**src/rtl/padd_tap_sink_if.sv**
```systemverilog
// Valid/ready stream carrying symmetric pair sums and their pair index.
interface padd_tap_sink_if #(
    parameter int unsigned WIDTH = 18,
    parameter int unsigned NTAPS = 8
);
    localparam int unsigned IDXW = (NTAPS / 2 > 1) ? $clog2(NTAPS / 2) : 1;

    logic [WIDTH-1:0] dout;
    logic [IDXW-1:0]  pair_idx;
    logic             dout_valid;
    logic             dout_ready;

    modport master (output dout, output pair_idx, output dout_valid, input dout_ready);
    modport slave  (input dout, input pair_idx, input dout_valid, output dout_ready);
endinterface

```
**src/rtl/padd_tap_sink.sv**
```systemverilog
// Tail of the pre-adder shift chain: NTAPS-deep delay line that snapshots each full
// window and streams the symmetric pair sums shadow[k] + shadow[NTAPS-1-k].
module padd_tap_sink #(
    parameter int unsigned WIDTH = 18,
    parameter int unsigned NTAPS = 8
) (
    input  logic                 clk,
    input  logic                 reset,
    input  logic                 ce,
    input  logic [WIDTH-1:0]     si,
    output logic [WIDTH-1:0]     so,
    padd_tap_sink_if.master      stream,
    output logic                 busy,
    output logic                 overrun
);
    localparam int unsigned NPAIR = NTAPS / 2;
    localparam int unsigned IDXW  = (NPAIR > 1) ? $clog2(NPAIR) : 1;
    localparam int unsigned FW    = $clog2(NTAPS + 1);

    localparam logic [0:0] S_IDLE = 1'b0;
    localparam logic [0:0] S_EMIT = 1'b1;

    logic [0:0]       state;
    logic [FW-1:0]    fill;
    logic [WIDTH-1:0] tap    [NTAPS];
    logic [WIDTH-1:0] shadow [NTAPS];

    logic [WIDTH-1:0] shifted [NTAPS];
    logic [FW-1:0]    fill_inc;
    logic             win;
    logic             hs;
    logic             last;
    logic [WIDTH-1:0] snap_sum;
    logic [WIDTH-1:0] next_sum;
    int               nidx;

    always_comb begin
        shifted[0] = si;
        for (int k = 1; k < int'(NTAPS); k++) begin
            shifted[k] = tap[k-1];
        end
    end

    always_comb begin
        fill_inc = (fill == FW'(NTAPS)) ? fill : fill + FW'(1);
        win      = ce && (fill_inc == FW'(NTAPS));
        hs       = stream.dout_valid && stream.dout_ready;
        last     = (stream.pair_idx == IDXW'(NPAIR - 1));
        // Pair 0 comes straight from the post-shift taps, so no bubble after a snapshot.
        snap_sum = shifted[0] + shifted[NTAPS-1];
        nidx     = int'(stream.pair_idx) + 1;
        if (nidx > int'(NPAIR) - 1) begin
            nidx = int'(NPAIR) - 1;
        end
        next_sum = shadow[nidx] + shadow[int'(NTAPS) - 1 - nidx];
    end

    assign so = tap[NTAPS-1];

    always_ff @(posedge clk) begin
        if (reset) begin
            state             <= S_IDLE;
            fill              <= '0;
            stream.dout       <= '0;
            stream.pair_idx   <= '0;
            stream.dout_valid <= 1'b0;
            busy              <= 1'b0;
            overrun           <= 1'b0;
            for (int k = 0; k < int'(NTAPS); k++) begin
                tap[k]    <= '0;
                shadow[k] <= '0;
            end
        end else begin
            overrun <= 1'b0;
            if (ce) begin
                tap  <= shifted;
                fill <= fill_inc;
            end
            case (state)
                S_IDLE: begin
                    if (win) begin
                        shadow            <= shifted;
                        stream.dout       <= snap_sum;
                        stream.pair_idx   <= '0;
                        stream.dout_valid <= 1'b1;
                        busy              <= 1'b1;
                        state             <= S_EMIT;
                    end
                end
                S_EMIT: begin
                    if (hs && !last) begin
                        stream.dout     <= next_sum;
                        stream.pair_idx <= stream.pair_idx + IDXW'(1);
                    end else if (hs && last) begin
                        if (win) begin
                            shadow          <= shifted;
                            stream.dout     <= snap_sum;
                            stream.pair_idx <= '0;
                        end else begin
                            stream.dout_valid <= 1'b0;
                            busy              <= 1'b0;
                            state             <= S_IDLE;
                        end
                    end
                    // Window completed while the previous one is still draining: drop it.
                    if (win && !(hs && last)) begin
                        overrun <= 1'b1;
                    end
                end
                default: state <= S_IDLE;
            endcase
        end
    end
endmodule

```
**src/flat_wrapper.sv**
```systemverilog
// flat-port wrapper written by rule: the top's interface ports become plain ports
module padd_tap_sink_flat 
#(
    parameter int unsigned WIDTH = 18,
    parameter int unsigned NTAPS = 8
)
  (clk, reset, ce, si, so, busy, overrun, stream_dout, stream_pair_idx, stream_dout_valid, stream_dout_ready);
  padd_tap_sink_if #(.WIDTH(WIDTH), .NTAPS(NTAPS)) stream_i ();
  input  logic clk;
  input  logic reset;
  input  logic ce;
  input  logic [WIDTH-1:0] si;
  output logic [WIDTH-1:0] so;
  output logic busy;
  output logic overrun;
  output wire logic [$bits(stream_i.dout)-1:0] stream_dout;
  output wire logic [$bits(stream_i.pair_idx)-1:0] stream_pair_idx;
  output wire logic [$bits(stream_i.dout_valid)-1:0] stream_dout_valid;
  input wire logic [$bits(stream_i.dout_ready)-1:0] stream_dout_ready;
  assign stream_dout = stream_i.dout;
  assign stream_pair_idx = stream_i.pair_idx;
  assign stream_dout_valid = stream_i.dout_valid;
  assign stream_i.dout_ready = stream_dout_ready;
  padd_tap_sink #(.WIDTH(WIDTH), .NTAPS(NTAPS)) u_core (.clk(clk), .reset(reset), .ce(ce), .si(si), .so(so), .stream(stream_i), .busy(busy), .overrun(overrun));
endmodule
```
**config.mk**
```make
export PLATFORM = sky130hd
export DESIGN_NAME = padd_tap_sink_flat
export DESIGN_NICKNAME = d
export VERILOG_FILES = /design/src/rtl/padd_tap_sink_if.sv /design/src/rtl/padd_tap_sink.sv /design/src/flat_wrapper.sv
export SDC_FILE = /design/constraint.sdc
export NUM_CORES = 1
export LEC_CHECK = 0
export ABC_AREA = 1
export CORE_UTILIZATION = 28
export DETAILED_ROUTE_END_ITERATION = 16
export SETUP_SLACK_MARGIN = 0.15
export SLEW_MARGIN = 25
export SYNTH_ARGS = -nofsm -noshare
export SYNTH_HDL_FRONTEND = slang
export SYNTH_SLANG_ARGS = --single-unit
```
**constraint.sdc**
```tcl
create_clock -name clk -period 4.2 [get_ports clk]
set_input_delay 1.26 -clock clk [delete_from_list [all_inputs] [get_ports clk]]
set_output_delay 1.26 -clock clk [all_outputs]
set_load 0.01 [all_outputs]
```
# Word level (Yosys, flattened, before mapping)
# Index checks and enable logic that the tools add are counted.
# Widths: inputs -> output; s select.
[classes]
add_sub_neg = 6
order_cmp = 3
eq_ne = 8
n_mux = 30
bitwise_logic = 3
n_reduce_logical = 10
[ops]
columns = ["op", "count"]
rows = [
  ["$mux 144", 3],
  ["$pmux 144 s2", 1],
  ["$mux 18", 7],
  ["$bmux 18 s3", 2],
  ["$ge 32x4->1 const B", 2],
  ["$not 32->32", 2],
  ["$add 18x18->18", 2],
  ["$pmux 18 s2", 1],
  ["$gt 32x3->1 const B", 1],
  ["$mux 32", 1],
  ["$sub 4x32->32 const A", 1],
  ["$eq 4x4->1 const B", 2],
  ["$mux 1", 8],
  ["$mux 2", 3],
  ["$ne 2x2->1 const B", 3],
  ["$logic_and 1x1->1", 5],
  ["$add 4x1->4 const B", 1],
  ["$mux 4", 1],
  ["$pmux 1 s2", 2],
  ["$pmux 2 s2", 1],
  ["$reduce_and 4->1", 1],
  ["$add 2x1->3 const B", 1],
  ["$ne 3x3->1 const B", 1],
  ["$add 2x1->2 const B", 1],
  ["6 further kinds", 7],
]
[totals]
regBits = 315
inputBits = 22
out_inout_bits = 41
word_cells = 82

# Longest topological paths before layout
[depth]
ltp_word = 11
mapped_depth = 24
depth_no_buf = 21

# Worst setup path after synthesis
# OpenSTA, ideal clock, no wires.
[synth_path]
kind = "register to register"
startpoint = "register u_core.stream.pair_idx[0]"
endpoint = "register u_core.stream.dout[10]"
setup_ns = 0.070
arrival_ns = 3.104
required_ns = 4.130
path_slack_ns = 1.025
stages_incl_launch_ff = 22
n_path_buf = 3
period_less_slack_ns = 3.175
cell_sequence = "dfxtp_1 inv_1 ha_1 clkbuf_1 inv_2 buf_2 buf_1 a21oi_1 o21ai_0 nand3_1 nand2_1 ha_1 fa_1 nand3_1 nand2_1 nand2_1 nand2_1 a21oi_1 or2_2 nand3_1 nand3_1 a21oi_1"
[synth_between]
elab_chain_len = 11
word_cells_on_any_way = 20
cone_classes = "add/sub: 3; order compare: 1; eq/ne: 2; mux: 9; bitwise: 2; reduce/logical: 3"
[synth_lines]
columns = ["element", "line", "rtl"]
rows = [
  ["start, declared", "padd_tap_sink_if.sv:13", "modport master (output dout, output pair_idx, output dout_valid, input dout_ready);"],
  ["start signal, assigned", "padd_tap_sink.sv:93", "stream.pair_idx <= stream.pair_idx + IDXW'(1);"],
  ["$add 2x1->3", "padd_tap_sink.sv:51", "nidx = int'(stream.pair_idx) + 1;"],
  ["$gt 32x3->1", "padd_tap_sink.sv:52", "if (nidx > int'(NPAIR) - 1) begin"],
  ["$mux 32", "padd_tap_sink.sv:52", ""],
  ["$sub 4x32->32", "padd_tap_sink.sv:55", "next_sum = shadow[nidx] + shadow[int'(NTAPS) - 1 - nidx];"],
  ["$not 32->32 (not written as such)", "padd_tap_sink.sv:55", ""],
  ["$bmux 18 s3", "padd_tap_sink.sv:55", ""],
  ["$mux 18 (not written as such) (2 in series)", "padd_tap_sink.sv:55", ""],
  ["$add 18x18->18", "padd_tap_sink.sv:55", ""],
  ["$mux 18", "padd_tap_sink.sv:91", "if (hs && !last) begin"],
  ["$pmux 18 s2", "padd_tap_sink.sv:79", "case (state)"],
  ["end signal, assigned", "padd_tap_sink.sv:83", "stream.dout <= snap_sum;"],
  ["end signal, assigned", "padd_tap_sink.sv:92", "stream.dout <= next_sum;"],
  ["end signal, assigned", "padd_tap_sink.sv:97", "stream.dout <= snap_sum;"],
  ["end, declared", "padd_tap_sink_if.sv:13", ""],
]
# Parallel ways exist; a longest one is shown, timed or not. The select of a mux whose other input is x is not followed.
# A chain may end at the register's enable or synchronous reset.

# Worst setup path in the final report
[layout_path]
startpoint = "register u_core.stream.pair_idx[0]"
endpoint = "register u_core.stream.dout[9]"
# Same word-level chain as after synthesis.

==> results.cfg <==
[critical_path]
path_buf_inv = 5
crit_family = buffers and inverters
crit_chain = buf_4 -> ha_1 -> inv_1 -> nor2_4 -> inv_1 -> buf_4 -> nand3_1 -> nand2_1 -> ha_1 -> nand2_1 -> inv_1 -> a21oi_1 -> nand3_1 -> o21ai_0 -> nand2_1 -> a21oi_1
crit_type = reg -> reg
cp-start-kind = flop
end_kind = flop
cp.arrival_ns = 3.98
crit_fanout = 22
required_ns = 4.69
crit_path_max_incr_delay_ns = 0.43
cp_slowest_cell = buf_4

[clocking]
clk_pin_slew_ns = 0.06
cts_tree = yes
clockBufferDepth = 3
clkSinkCount = 315
h-tree-depth = 2
cts_root_buffer = clkbuf_16
cts_resized = 0
insertion_delay_ns = 0.56
cts_hold_buf = 0
cts_made_buffers = 37
post-cts-setup-buffers = 0

[detailed_routing]
drtAntennaViolNets = 0
drtIter0Drc = 1111
routed_wl_um = 50100
drc = 0
first_pass_iters = 5
via_per_inst = 4.93
vias = 15038
drt-wirelength-per-cell_um = 16.4

[global_route]
antenna_found_initial = 0
grt_max_degree = 104
busiest_layer = met2
met2_usage = 0.293
grt-ovfl-total = 0
use_met1 = 0.230
grt_first_pass_wirelength_um = 78000
gr-usage-met3 = 0.0251
grt_pass1_vias = 13823
grt_usage = 0.174

[synth]
synth_cell_types = 36
syn_avg_cell_area_um2 = 6.83
yosysSeqAreaShare = 0.403
netlist_instances = 2290
yosysWarningCount = 0
synth_nets = 2355
ys_seq_elements = 315
netlist_area_um2 = 15600

[flow_run]
drv_cap = 0

[sta]
holdWs_ns = 0.463
worst_pin_slew_ns = 0.972
fin_crit_sh = 0.832
finalMaxSlewViolations = 0
tns_ns = 0
clock-skew-final_ns = 0.0253
rsz0062_at_grt = false
layout_min_cycle_time_ns = 3.50
finalSetupViolCount = 0
max_freq_mhz = 286
fin_ws_ns = 0.704
hold_viol = 0
max_slew_margin = 0.352

[die]
core.rowCount = 86
core-area_um2 = 55100
num_io_pins = 63
start_util = 0.284
dieArea_um2 = 56800
die_w_um = 238
fp.dieH_um = 238

[layout]
seqCellArea_um2 = 6310
n_antenna_cell = 0
final_nets = 2342
synthToLayoutAreaGrowth_pct = 15.8
multi_input_area_um2 = 7780
drive_gt1_frac = 0.0530
post-route-cell-area_um2 = 18100
fillCellCount = 5974

[place]
placed_area_um2 = 16900
place_hpwl_um = 33900
gp_congestion = 0.886
numPortBuffers = 62
place_ws_ns = 0.470

[power_and_ir_drop]
power.total_mw = 6.81
peakVddDrop_uv = 221
power.density_nw_per_um2 = 376
power.leakage_nw = 7.15

[worst_hold_path]
hold_path_class = reg -> reg

[status]
status = complete, no violations
## Yosys cell counts
| library cell | instances | share of area |
|---|---|---|
| a31oi_1 | 2 | 0.00080 |
| nand3_2 | 1 | 0.00064 |
| nor2_4 | 2 | 0.0014 |
| inv_4 | 1 | 0.00040 |
| o211ai_1 | 1 | 0.00048 |
| clkbuf_1 | 116 | 0.028 |
| ha_1 | 41 | 0.033 |
| nor3_1 | 3 | 0.00096 |
| nand2_4 | 2 | 0.0014 |
| buf_4 | 5 | 0.0024 |
| a21oi_1 | 350 | 0.11 |
| inv_1 | 209 | 0.050 |
| xor2_1 | 2 | 0.0011 |
| clkinv_1 | 1 | 0.00024 |
| or2_2 | 1 | 0.00040 |
| o21bai_1 | 1 | 0.00048 |
| nand3b_1 | 4 | 0.0019 |
| xor2_2 | 1 | 0.0010 |
| buf_2 | 6 | 0.0019 |
| nand2_2 | 1 | 0.00040 |
| dfxtp_1 | 315 | 0.40 |
| nand4_1 | 5 | 0.0020 |
| a21o_1 | 2 | 0.00096 |
| inv_2 | 4 | 0.00096 |
| buf_6 | 20 | 0.014 |
| o21a_1 | 2 | 0.00096 |
| o21ai_0 | 393 | 0.13 |
| nand3_1 | 140 | 0.045 |
| buf_1 | 12 | 0.0029 |
| xnor2_1 | 6 | 0.0034 |
| nor2_1 | 336 | 0.081 |
| and2_1 | 1 | 0.00040 |
| and3_1 | 1 | 0.00040 |
| nand2_1 | 239 | 0.057 |
| o21ai_1 | 62 | 0.020 |
| fa_1 | 2 | 0.0026 |
## path summary, 6_finish.rpt
path	start	to	slack [ns]	cells after the start
max	u_core.stream.pair_idx[0]$_SDFFE_PP0P_	u_core.stream.dout[9]$_SDFFE_PP0P_	0.70	16
min	u_core.shadow[50]$_SDFFE_PP0P_	u_core.shadow[50]$_SDFFE_PP0P_	0.46	2
max reg2reg	u_core.stream.pair_idx[0]$_SDFFE_PP0P_	u_core.stream.dout[9]$_SDFFE_PP0P_	0.70	16
min reg2reg	u_core.shadow[50]$_SDFFE_PP0P_	u_core.shadow[50]$_SDFFE_PP0P_	0.46	2
## layout make-up
cell class,instances,share of cell area
Timing Repair Buffer,107,0.0597
Sequential cell,315,0.348
Inverter,215,0.0451
Tap cell,748,0.0517
Clock inverter,14,0.00622
Multi-Input combinational cell,1601,0.430
Clock buffer,51,0.0586
## state kept, by name (all words and copies together) (netlist names)
signal                  cells
u_core.state                1
u_core.so                  18
u_core.overrun              1
u_core.busy                 1
u_core.shifted            126
u_core.shadow             144
u_core.stream.pair_idx      2
u_core.stream.dout         18
u_core.fill                 4
## worst reg2reg max path, stage by stage, from the launching register on
cell	delay, ns
dfxtp_1	0.30
buf_4	0.16
ha_1	0.24
inv_1	0.11
nor2_4	0.05
inv_1	0.32
buf_4	0.44
nand3_1	0.19
nand2_1	0.10
ha_1	0.29
nand2_1	0.17
inv_1	0.05
a21oi_1	0.24
nand3_1	0.19
o21ai_0	0.34
nand2_1	0.10
a21oi_1	0.13
## layer usage
metal | up-vias | share of wire
met5 | - | 0
met4 | 0 | 0.020
met3 | 60 | 0.051
met2 | 353 | 0.47
met1 | 7056 | 0.46
li1 | 7569 | -
## cells in the final DEF (no fill, tap or decap), drive strengths merged
cell type        n
fa               2
a31oi            2
a21o             2
bufinv           1
nand4            5
o21a             2
clkbuf          51
buf             46
nand3b           4
and2             1
clkdlybuf4s50   61
a21oi          350
xor2             3
o21bai           1
nand2          242
nor2           338
o211ai           1
clkinv          11
dfxtp          315
ha              41
inv            216
or2              1
nand3          141
and3             1
nor3             3
xnor2            6
clkinvlp         1
o21ai          455
## logic make-up (layout without fill, tap and decap cells)
family                     after synthesis  after routing  synth area share
buffers and inverters                  374            387             0.101
DFF                                    315            315             0.403
AOI/OAI and AO/OA                      813            813             0.261
adders and majority gates               43             43            0.0354
xor gates and xnor gates                 9              9           0.00552
and+or+nand+nor                        736            736             0.193
## stage by stage
step	util	std cells
after CTS	0.329	3051
after detailed placement	0.307	2986
after global placement	0.307	2986
after floorplan	-	2290
after global routing	0.329	3051
final	0.329	3051
## where the power goes
group / internal (mW) / switching (mW) / total [mW]
registers: 3.08 / 0.0914 / 3.17
clock network: 1.84 / 1.32 / 3.16
logic: 0.171 / 0.308 / 0.478
(Power assumes the default switching activity.)
==> RTL change, RTL diff (same settings) <==
Put one more register stage on the output `overrun`. The value now appears one clock later. The other outputs are not delayed to match.
--- a/src/rtl/padd_tap_sink.sv
+++ b/src/rtl/padd_tap_sink.sv
@@ -21,2 +21,4 @@
     localparam logic [0:0] S_EMIT = 1'b1;
+
+    logic overrun_s0;
 
@@ -67,3 +69,3 @@
             busy              <= 1'b0;
-            overrun           <= 1'b0;
+            overrun_s0        <= 1'b0;
             for (int k = 0; k < int'(NTAPS); k++) begin
@@ -73,3 +75,3 @@
         end else begin
-            overrun <= 1'b0;
+            overrun_s0 <= 1'b0;
             if (ce) begin
@@ -106,3 +108,3 @@
                     if (win && !(hs && last)) begin
-                        overrun <= 1'b1;
+                        overrun_s0 <= 1'b1;
                     end
@@ -113,2 +115,6 @@
     end
+    always_ff @(posedge clk) begin
+        overrun <= overrun_s0;
+    end
+
 endmodule
Formal check against the unedited RTL: same outputs for any inputs over 4 cycles, from zero or initial values and one cycle with reset high; that may be too few to reach the edited logic, so the function may still have changed.
==> RTL change against the unedited design <==
Sequential cell count rose by 1. Sequential share of layout area rose by 0.30 points. Total power fell by 0.62%. Clock power fell by 1%. Area after synthesis rose by 0.13%. Die area rose by 0.13%. Routed wire length fell by 4.5%. Global-route usage fell by 0.69 points. Setup slack got worse by 0.038 ns. Design area fell by 0.54%. Largest power group unchanged.
==> RTL change: results (changes against the unedited design) <==
* Placed Cells at 2971 (-0.50%)
* Violation count after the first detailed-route iteration at 1234 (+11%)
* Crit-path max FO at 68 (+210%)
* CP top delay family: simple AND/OR/NAND/NOR gates
* Total wirelength of the detailed-routed design at 47.83 mm (-4.5%)
* Area contributors post-synth: sky130_fd_sc_hd__dfxtp_1 40%, sky130_fd_sc_hd__o21ai_0 13%, sky130_fd_sc_hd__a21oi_1 11%
* Routed len/inst at 15.77 um (-3.9%)
* First-pass GRT wire length at 75.35 mm (-3.4%)
* Global router's overall resource usage at 16.67% (-0.69 points)
* Max Root-Sink Buffers at 3 (unchanged)
* Number of gates resized after cts at 0 (unchanged)
* Time the worst path needs with I/O delays and setup at 3.534 ns (+0.03754 ns)
* Worst-case clock skew at 0.01322 ns (-0.01209 ns)
* Via count of the routed design at 14900 (-0.94%)
* Leak Pwr at 7.066 nW (-1.1%)
* Reg2reg end: u_core.stream.dout[13]
* Number of antenna violations at the first check in global routing at 5 (+5)
* Fraction of layout cells with a size suffix above 1 at 4.466% (-0.83 points)
* Placer's final routability congestion estimate at 0.8678 (-2.0%)
* Post-synth top cells: 393 x sky130_fd_sc_hd__o21ai_0, 350 x sky130_fd_sc_hd__a21oi_1, 336 x sky130_fd_sc_hd__nor2_1
* Maximum number of pins on one net before global-route repair at 149 (+43%)
* Area post-placement at 16850 sq um (-0.44%)
* Post-Syn Instances at 2291 (+0.044%)
* Register-to-Register Path Depth at 17 (+1)
* Seq/Total Area, Yosys at 40.42% (+0.076 points)
* Clk slew on worst S/H paths at 0.06 ns (about the same)
* Total nets after synthesis at 2356 (+0.042%)
* Distinct cells, synth at 36 (unchanged)
* Largest stage delay on the critical path at 0.59 ns (+0.16 ns)
* Post-synth top flop: sky130_fd_sc_hd__dfxtp_1
* Setup crit start: u_core.stream.pair_idx[0]
* H-Tree Level Count at 2 (unchanged)
* Result of the run: complete, no violations
* Number of flip-flops in the largest register at 144 (unchanged)
* Data arrival time of the worst path at 3.96 ns (-0.02 ns)
* Setup slack after placement at 0.4877 ns (+0.01774 ns)
* Slew HR at 55.81% (+21 points)
* Cell with the largest stage delay on the worst path: sky130_fd_sc_hd__ha_4
* Antenna diode count at 0 (unchanged)
* Detailed Place HPWL at 32.12 mm (-5.4%)
* Worst supply voltage drop on vdd at 0.0002592 V (+17%)
* Via count of the first global-routing pass at 13680 (-1.0%)
* Synth warn at 0 (unchanged)
## RTL change: where the power goes
group	switching [mW]	internal, mW
logic	0.295	0.168
registers	0.0930	3.09
clock network	1.30	1.82
total	1.69	5.08
## RTL change: final cells by class
class	instances	area [sq um]
Sequential cell	316	6326
Inverter	215	817.0
Tap cell	748	935.9
Clock buffer	51	1061
Clock inverter	10	90.09
Timing Repair Buffer	91	985.9
Fill cell	5928	37200
Multi-Input combinational cell	1601	7785
## RTL change: cells by family (layout without fill, tap and decap cells)
| logic type | after synthesis | after routing | synth area share, % |
|---|---|---|---|
| AO/OA/AOI/OAI | 813 | 813 | 26.11 |
| AND/OR/NAND/NOR | 736 | 736 | 19.27 |
| buffers and inverters | 374 | 367 | 10.11 |
| flip-flops | 316 | 316 | 40.42 |
| adder cells (fa/ha/maj) | 43 | 43 | 3.534 |
| XOR/XNOR | 9 | 9 | 0.5517 |
## RTL change: worst min path at each step
stage | startpoint | to | slack [ns] | depth (start not counted)
finish | u_core.overrun_s0 | u_core.overrun | 0.33 | 0
global route | u_core.overrun_s0 | u_core.overrun | 0.33 | 0
floorplan | u_core.overrun_s0 | u_core.overrun | 0.31 | 0
detailed placement | u_core.overrun_s0 | u_core.overrun | 0.32 | 0
global placement | u_core.overrun_s0 | u_core.overrun | 0.31 | 0
CTS | u_core.overrun_s0 | u_core.overrun | 0.33 | 0
## RTL change: per-layer routing
metal	global-route usage (%)	part of all wire (%)	up-vias	wire [um]
li1	-	-	7546	-
met1	22.53	46	6915	22220
met2	26.86	45	358	21690
met3	2.996	5.6	72	2680
met4	5.089	2.5	6	1209
met5	0	0.069	-	33
